**config.mk**
```make
export PLATFORM = sky130hd
export DESIGN_NAME = noc_vc_input_buffer
export DESIGN_NICKNAME = d
export VERILOG_FILES = /design/src/rtl/noc_fc_pkg.sv /design/src/rtl/noc_rr_arb.sv /design/src/rtl/noc_vc_input_buffer.sv
export SDC_FILE = /design/constraint.sdc
export NUM_CORES = 1
export LEC_CHECK = 0
export BUFFER_PORTS_ARGS = -buffer_cell sky130_fd_sc_hd__buf_2
export CORE_MARGIN = 1
export CORE_UTILIZATION = 49
export DETAILED_ROUTE_END_ITERATION = 10
export HOLD_SLACK_MARGIN = 0.06
export PLACE_DENSITY = 0.66
export SLEW_MARGIN = 20
export SYNTH_ARGS = -nofsm -noshare
export SYNTH_HDL_FRONTEND = slang
export SYNTH_SLANG_ARGS = --single-unit
export TNS_END_PERCENT = 1
```
**constraint.sdc**
```tcl
create_clock -name clk -period 6.3 [get_ports clk]
set_input_delay 0.63 -clock clk [delete_from_list [all_inputs] [get_ports clk]]
set_output_delay 0.63 -clock clk [all_outputs]
set_load 0.01 [all_outputs]
```
**src/rtl/noc_fc_pkg.sv**
```systemverilog
// noc_fc_pkg: shared flow-control types and error-bit indices for the VC input buffer
package noc_fc_pkg;
  localparam int DEF_VC_NUM = 4;
  localparam int DEF_DEPTH = 4;
  localparam int ERR_OVF = 0;
  localparam int ERR_PAR = 1;
  typedef logic [$clog2(DEF_VC_NUM)-1:0] vc_id_t;
  typedef logic [$clog2(DEF_DEPTH):0] cred_cnt_t;
endpackage

```
**src/rtl/noc_rr_arb.sv**
```systemverilog
// noc_rr_arb: round-robin arbiter; grant is locked while a request waits unserved
module noc_rr_arb #(
  parameter int N = 4,
  parameter int W = $clog2(N)
) (
  input  logic         clk,
  input  logic         rst_n,
  input  logic [N-1:0] req,
  input  logic         adv,
  output logic [N-1:0] gnt,
  output logic [W-1:0] idx
);
  logic [W-1:0] ptr, lidx, pick;
  logic locked, found;
  always_comb begin
    pick = ptr;
    found = 1'b0;
    for (int i = 0; i < N; i++) begin
      if (!found && req[(int'(ptr) + i) % N]) begin
        found = 1'b1;
        pick = W'((int'(ptr) + i) % N);
      end
    end
    idx = locked ? lidx : pick;
    gnt = '0;
    gnt[idx] = |req;
  end
  always_ff @(posedge clk or negedge rst_n) begin
    if (!rst_n) begin
      ptr <= '0;
      lidx <= '0;
      locked <= 1'b0;
    end else begin
      if (adv) ptr <= (idx == W'(N - 1)) ? '0 : idx + 1'b1;
      locked <= |req && !adv;
      lidx <= idx;
    end
  end
endmodule

```
**src/rtl/noc_vc_input_buffer.sv**
```systemverilog
// noc_vc_input_buffer: credit-based per-VC input FIFOs with round-robin output arbitration
// Optional NOC_VCBUF_PARITY_EN: in_flit[FLIT_W-1] carries even parity over the flit.
module noc_vc_input_buffer
  import noc_fc_pkg::*;
#(
  parameter int VC_NUM = DEF_VC_NUM,
  parameter int FLIT_W = 64,
  parameter int DEPTH  = DEF_DEPTH
) (
  input  logic                      clk,
  input  logic                      rst_n,
  input  logic                      in_valid,
  input  logic [$clog2(VC_NUM)-1:0] in_vc,
  input  logic [FLIT_W-1:0]         in_flit,
  output logic [VC_NUM-1:0]         credit_ret,
  output logic                      out_valid,
  output logic [$clog2(VC_NUM)-1:0] out_vc,
  output logic [FLIT_W-1:0]         out_flit,
  input  logic                      out_ready,
  output logic [VC_NUM-1:0]         vc_empty,
  input  logic                      err_clr,
  output logic [1:0]                err_status
);
  localparam int VW = $clog2(VC_NUM);
  localparam int PW = $clog2(DEPTH);
  localparam int CW = PW + 1;
  logic [FLIT_W-1:0] mem [VC_NUM][DEPTH];
  logic [VC_NUM-1:0][CW-1:0] cnt;
  logic [VC_NUM-1:0][PW-1:0] wp, rp;
  logic [VC_NUM-1:0] req, gnt, wr_v, rd_v, par_ret;
  logic pop, full, wr_en, ovf, par_err;
  logic [1:0] err_q;
`ifdef NOC_VCBUF_PARITY_EN
  assign par_err = in_valid && ^in_flit;
`else
  assign par_err = 1'b0;
`endif
  assign pop = out_valid && out_ready;
  assign full = cnt[in_vc] == CW'(DEPTH);
  // a full VC still accepts when its head leaves in the same cycle
  assign wr_en = in_valid && !par_err && (!full || (pop && out_vc == in_vc));
  assign ovf = in_valid && !par_err && !wr_en;
  assign req = ~vc_empty;
  assign rd_v = {VC_NUM{pop}} & gnt;
  assign out_valid = |req;
  assign out_flit = mem[out_vc][rp[out_vc]];
  assign err_status = err_q;
  always_comb begin
    wr_v = '0;
    par_ret = '0;
    vc_empty = '0;
    for (int v = 0; v < VC_NUM; v++) begin
      wr_v[v] = wr_en && in_vc == VW'(v);
      par_ret[v] = par_err && in_vc == VW'(v);
      vc_empty[v] = cnt[v] == '0;
    end
  end
  noc_rr_arb #(.N(VC_NUM)) u_arb (
    .clk  (clk),
    .rst_n(rst_n),
    .req  (req),
    .adv  (pop),
    .gnt  (gnt),
    .idx  (out_vc)
  );
  always_ff @(posedge clk) begin
    if (wr_en) mem[in_vc][wp[in_vc]] <= in_flit;
  end
  always_ff @(posedge clk or negedge rst_n) begin
    if (!rst_n) begin
      cnt <= '0;
      wp <= '0;
      rp <= '0;
      credit_ret <= '0;
      err_q <= '0;
    end else begin
      for (int v = 0; v < VC_NUM; v++) begin
        cnt[v] <= cnt[v] + CW'(wr_v[v]) - CW'(rd_v[v]);
        if (wr_v[v]) wp[v] <= wp[v] + 1'b1;
        if (rd_v[v]) rp[v] <= rp[v] + 1'b1;
      end
      credit_ret <= rd_v | par_ret;
      if (err_clr) err_q <= '0;
      else begin
        err_q[ERR_OVF] <= err_q[ERR_OVF] | ovf;
        err_q[ERR_PAR] <= err_q[ERR_PAR] | par_err;
      end
    end
  end
endmodule

```
==> results of run 1 <==
[layer usage]
metal	global-route usage, %	up-vias	part of all wire, %	wire length (µm)
met5	0	-	0.035	33
met4	6.50	6	1.9	1850
met3	2.93	134	6.0	5680
met2	38.7	682	50	48100
met1	30.3	10900	42	39600
li1	-	9242	-	-
[path summary, 6_finish.rpt]
check | startpoint | endpoint | slack, ns | cells past startpoint
setup / recovery | cnt[7]$_DFF_PN0_ | out_flit[38] | 0.37 | 11
hold / removal | rst_n | credit_ret[0]$_DFF_PN0_ | 0.08 | 1
setup reg to reg | cnt[7]$_DFF_PN0_ | mem[0][101]$_DFFE_PP_ | 1.48 | 8
hold reg to reg | rp[5]$_DFFE_PN0P_ | rp[5]$_DFFE_PN0P_ | 0.48 | 1
max in group asynchronous | rst_n | wp[7]$_DFFE_PN0P_ | 5.66 | 1
min in group clk | err_clr | err_status[0]$_DFF_PN0_ | 0.11 | 2
[placed cells by master, fill, tap and decap left out, types with 4 or more instances in the layout]
| cell type | n |
|---|---|
| dfrtp_1 | 38 |
| inv_1 | 20 |
| ha_1 | 12 |
| xor2_1 | 5 |
| clkinv_2 | 22 |
| o21ai_1 | 11 |
| and3_1 | 4 |
| edfxtp_1 | 1024 |
| clkinv_1 | 23 |
| clkbuf_1 | 24 |
| or3_4 | 4 |
| or4_1 | 66 |
| xnor2_1 | 15 |
| o2111ai_2 | 4 |
| diode_2 | 6 |
| buf_2 | 146 |
| buf_4 | 42 |
| clkbuf_16 | 104 |
| nand2_1 | 10 |
| nand3_4 | 4 |
| buf_12 | 26 |
| mux2i_1 | 512 |
| bufinv_16 | 6 |
| fa_1 | 4 |
| o22ai_1 | 257 |
| nor2_4 | 16 |
[worst max-delay path, cell delays in order, from the launching register on]
cell and delay [ns]:
dfrtp_1 0.41, nor3_2 0.35, o22ai_1 0.13, a2111oi_0 0.86
o21ai_0 0.33, a32oi_4 0.75, buf_12 0.35, buf_4 0.28
mux2i_1 0.24, o22ai_1 0.10, or4_1 0.61, buf_2 0.17
[layout make-up]
class                   instances  area [µm²]  share of cell area [%]
inverters                      22        82.6                   0.178
diodes                          6        15.0                  0.0324
clock buffers                 128        2690                    5.81
repair buffers                214        1570                    3.38
well taps                    1070        1340                    2.89
clock inverters                61         508                    1.10
multi-input cells             967        8480                    18.3
flip-flops and latches       1062       31700                    68.3
[registers in the layout, summed over array words and instances (netlist names)]
register / cells
rp: 8
wp: 8
err_status: 1
cnt: 12
u_arb.ptr: 2
mem: 1024
u_arb.locked: 1
credit_ret: 4
u_arb.lidx: 2
[power by group through the flow]
stage | sequential, µW | clock, µW | combinational [µW]
2_1_floorplan | 8410 | 0 | 6040
3_3_place_gp | 8410 | 0 | 8360
3_5_place_dp | 8430 | 0 | 8490
4_1_cts | 8280 | 5930 | 8530
5_1_grt | 8310 | 6190 | 8970
6_report | 8280 | 5840 | 8440
[through the flow]
step	cells	worst slack, ns	area (µm²)	hold slack [ns]
final	3530	0.367	46400	0.0824
after global placement	3334	1.23	43100	0.467
after CTS	3524	0.320	46400	0.0805
after detailed placement	3335	1.08	43200	0.471
after global routing	3527	0.0857	46400	0.102
after floorplan	2164	0.672	40800	0.334
[cell families after synthesis]
kind of cell / synth area share, %
flip-flops: 77.7
multiplexers: 12.7
AO/OA/AOI/OAI: 4.57
buffers and inverters: 1.99
AND/OR/NAND/NOR: 2.00
XOR/XNOR: 0.430
adder cells (fa/ha/maj): 0.565
other: 0.00920
==> impl_metrics.env, run 1 <==
export IMPL_power_uw=22600
export IMPL_fin_util_pct=56.4
export IMPL_ios=148
export IMPL_worstSetupPathType="reg2out"
export IMPL_wl_per_cell_um=27.0
export IMPL_die_area_mm2=0.0844
export IMPL_routed_wl_mm=95.3
export IMPL_globalplace_congestion=0.777
export IMPL_rsz0062_at_grt="no"
export IMPL_syn_area_per_cell_um2=18.8
export IMPL_tns_ns=0
export IMPL_fp_dieW_um=290
export IMPL_clk_path_buf_depth=3
export IMPL_cts_buffers=104
export IMPL_grt_max_degree=72
export IMPL_initial_core_util_pct=49.6
export IMPL_overflow=0
export IMPL_p_leak_uw=0.0163
export IMPL_die_y_um=290
export IMPL_antenna_found_initial=11
export IMPL_cts_root_buf="clkbuf_16"
export IMPL_synthFlopType="edfxtp_1"
export IMPL_layout_drive_gt1_share_pct=16.2
export IMPL_cts_tree="yes"
export IMPL_min_period_over_period_pct=94.2
export IMPL_fin_crit_ns=5.93
export IMPL_cts_htree_levels=3
export IMPL_nNetsFinal=2458
export IMPL_tightest_slew_ns=1.14
export IMPL_synth_top_area_cell="edfxtp_1"
export IMPL_min_delay_path_class="in2async"
export IMPL_grt_pass1_vias=21300
export IMPL_syn_num_nets=2251
export IMPL_syn_inst=2164
export IMPL_finClkSkew_ns=0.0179
export IMPL_ys_types=52
export IMPL_postCtsSetupBuffers=0
export IMPL_grt_pass1_wl_mm=140
export IMPL_fmax_mhz=169
export IMPL_setup_viol=0
export IMPL_power_frac_clock_pct=25.9
export IMPL_end_kind="output port"
export IMPL_async_reset_ff_share_pct=3.58
export IMPL_critPathRequiredTime_ns=5.67
export IMPL_nFillCells=6199
export IMPL_arrival_ns=5.30
export IMPL_final_hold_viol_count=0
export IMPL_post_cts_resized=0
export IMPL_maxCapViolCount=0
export IMPL_crit_path_start_kind="register"
export IMPL_clk_pin_slew_ns=0.06
export IMPL_viasPerCell=5.94
export IMPL_p_sw_uw=7610
export IMPL_yosysMostFrequentCell="edfxtp_1"
export IMPL_synth_seq_cells=1062
export IMPL_dpl_hpwl_mm=48.6
export IMPL_power_frac_seq_pct=36.7
export IMPL_cell_internal_pwr_uw=15000
export IMPL_final_max_slew_viol_count=0
export IMPL_syn_area_mm2=0.0408
export IMPL_cts_sinks=1062
export IMPL_yosysTopAreaCellShare_pct=75.4
export IMPL_ant_nets=0
export IMPL_area_delta_synth_final_pct=13.7
export IMPL_core_area_mm2=0.0822
export IMPL_swShare_pct=33.7
export IMPL_ys_seq_area_share_pct=77.7
export IMPL_detail_route_iter0_violations=1793
export IMPL_synthTopCellsByArea="edfxtp_1 (75%), mux2i_1 (13%), o22ai_1 (3.9%)"
export IMPL_cp_max_fo=39
export IMPL_numPortBuffers=146
export IMPL_p_per_area_mw_per_mm2=486
export IMPL_synth_edf_count=1024
export IMPL_ys_warnings_count=0
export IMPL_pwr_share_comb_pct=37.4
export IMPL_track_usage_pct=22.6
export IMPL_slew_limit_headroom_pct=23.9
export IMPL_synth_common_cells="edfxtp_1 (1,024), mux2i_1 (512), o22ai_1 (257)"
export IMPL_status="complete, no violations"
export IMPL_ir_worst_vdd_uv=412
export IMPL_vias=21000
export IMPL_rows=105
export IMPL_cts_hold_buf=0
export IMPL_insertion_delay_ns=0.66
export IMPL_drt_first_pass_iters=5
export IMPL_route_detailed_drc=0
No activity file was read; power rests on OpenSTA's default activity.
==> run 2: changes to the inputs <==
==> constraint.sdc (replaced) <==
create_clock -name clk -period 6.3 [get_ports clk]
set_input_delay 0.63 -clock clk [delete_from_list [all_inputs] [get_ports clk]]
set_output_delay 0.63 -clock clk [all_outputs]
set_load 0.005 [all_outputs]
==> impl_metrics.env, run 2 (synthesis gave the netlist of run 1 again) <==
export IMPL_status="complete, no violations"
export IMPL_numPortBuffers=146
export IMPL_layout_common_cells="edfxtp_1 (1,024), mux2i_1 (512), o22ai_1 (257)"
export IMPL_r2r_start="cnt[7]$_DFF_PN0_"
export IMPL_maxCapViolCount=0
export IMPL_nNetsFinal=2443
export IMPL_cp_max_fo=46
export IMPL_clk_pin_slew_ns=0.06
export IMPL_core_area_mm2=0.0822
export IMPL_postCtsSetupBuffers=0
export IMPL_initial_core_util_pct=49.6
export IMPL_globalplace_congestion=0.771
export IMPL_cts_root_buf="clkbuf_16"
export IMPL_fin_area_mm2=0.0464
export IMPL_die_area_mm2=0.0844
export IMPL_final_hold_viol_count=0
export IMPL_wl_per_cell_um=26.9
export IMPL_track_usage_pct=22.5
export IMPL_cts_buffers=106
export IMPL_final_max_slew_viol_count=0
export IMPL_slew_limit_headroom_pct=25.1
export IMPL_setup_viol=0
export IMPL_routed_wl_mm=94.6
export IMPL_cts_sinks=1062
export IMPL_finClkSkew_ns=0.0278
export IMPL_critPathRequiredTime_ns=5.67
export IMPL_worstSetupPathType="reg2out"
export IMPL_area_delta_synth_final_pct=13.8
export IMPL_post_cts_resized=0
export IMPL_p_per_area_mw_per_mm2=482
export IMPL_layout_cells_most_common="edfxtp_1"
export IMPL_min_delay_path_class="in2async"
export IMPL_dpl_cell_area_mm2=0.0430
export IMPL_grt_max_degree=86
export IMPL_fin_hold_ws_ns=0.0946
export IMPL_ant_nets=0
export IMPL_ios=148
export IMPL_drt_first_pass_iters=5
export IMPL_clk_path_buf_depth=3
export IMPL_cts_tree="yes"
export IMPL_grt_pass1_vias=21000
export IMPL_fin_crit_ns=5.79
export IMPL_antenna_found_initial=13
export IMPL_rows=105
export IMPL_vias=20900
export IMPL_grt_pass1_wl_mm=139
export IMPL_tightest_slew_ns=1.12
export IMPL_largest_reg_flops=1024
export IMPL_cts_htree_levels=3
export IMPL_dpl_hpwl_mm=48.1
export IMPL_tns_ns=0
export IMPL_reg2reg_slack_ns=1.54
export IMPL_detail_route_iter0_violations=1950
export IMPL_insertion_delay_ns=0.67
export IMPL_fin_util_pct=56.4
export IMPL_reg2reg_depth=8
export IMPL_fmax_mhz=173
export IMPL_p_leak_uw=0.0163
export IMPL_crit_path_start_kind="register"
export IMPL_overflow=0
export IMPL_timing_rr_end="mem[0][253]$_DFFE_PP_"
export IMPL_route_detailed_drc=0
export IMPL_ir_worst_vdd_uv=432
export IMPL_fp_dieW_um=290
export IMPL_die_y_um=290
export IMPL_arrival_ns=5.16
export IMPL_layout_drive_gt1_share_pct=15.7
export IMPL_min_period_over_period_pct=91.9
export IMPL_power_uw=22400
export IMPL_viasPerCell=5.93
export IMPL_end_kind="output port"
export IMPL_cts_hold_buf=0
export IMPL_rsz0062_at_grt="no"
[run 2: cell count changes in the layout (fill, tap and decap cells not counted), sizes merged]
cell | before | now
buf | 214 | 197
clkbuf | 128 | 127
inv | 25 | 24
bufinv | 6 | 10
diode | 6 | 5
clkinvlp | 3 | 4
clkinv | 49 | 53
[run 2: area by class of cell]
cell class | count | area (µm²)
diodes | 5 | 12.5
clock buffers | 127 | 2750
clock inverters | 69 | 621
fillers | 6187 | 35800
inverters | 22 | 82.6
multi-input cells | 967 | 8480
flip-flops and latches | 1062 | 31700
well taps | 1070 | 1340
repair buffers | 197 | 1410
[run 2: worst max-delay path by stage]
stage / to / from / slack (ns)
6_report: out_flit[4] / cnt[7]$_DFF_PN0_ / 0.51
5_1_grt: out_flit[60] / cnt[7]$_DFF_PN0_ / 0.23
4_1_cts: out_flit[60] / cnt[7]$_DFF_PN0_ / 0.51
3_5_place_dp: out_flit[60] / cnt[7]$_DFF_PN0_ / 1.21
3_3_place_gp: out_flit[19] / cnt[1]$_DFF_PN0_ / 1.38
2_1_floorplan: mem[3][128]$_DFFE_PP_ / cnt[1]$_DFF_PN0_ / 0.72
[run 2: layer usage]
layer | routed length, µm | vias up | track usage [%]
met3 | 5380 | 125 | 3.33
li1 | - | 9233 | -
met4 | 1930 | 10 | 5.97
met2 | 47500 | 659 | 38.3
met1 | 39800 | 10800 | 30.2
met5 | 60 | - | 0
[run 2: metrics by stage]
| step | setup WS (ns) | instances |
|---|---|---|
| finish | 0.512 | 3519 |
| global route | 0.231 | 3516 |
| CTS | 0.508 | 3514 |
| detailed placement | 1.21 | 3318 |
| global placement | 1.38 | 3318 |
| floorplan | 0.720 | 2164 |
[run 2: worst max-delay path, stage by stage, from the launching register on]
cell and delay [ns]:
dfrtp_1 0.42, nor3_2 0.34, o22ai_1 0.15, a2111oi_0 0.82
o21ai_0 0.32, a32oi_4 0.31, buf_12 0.33, buf_4 0.52
mux2i_1 0.26, o22ai_1 0.09, or4_1 0.66, buf_2 0.19
[run 2: power by group]
group	internal, µW	total (µW)	switching, µW
registers	8110	8290	172
logic	3400	8000	4590
clock network	3520	6090	2570
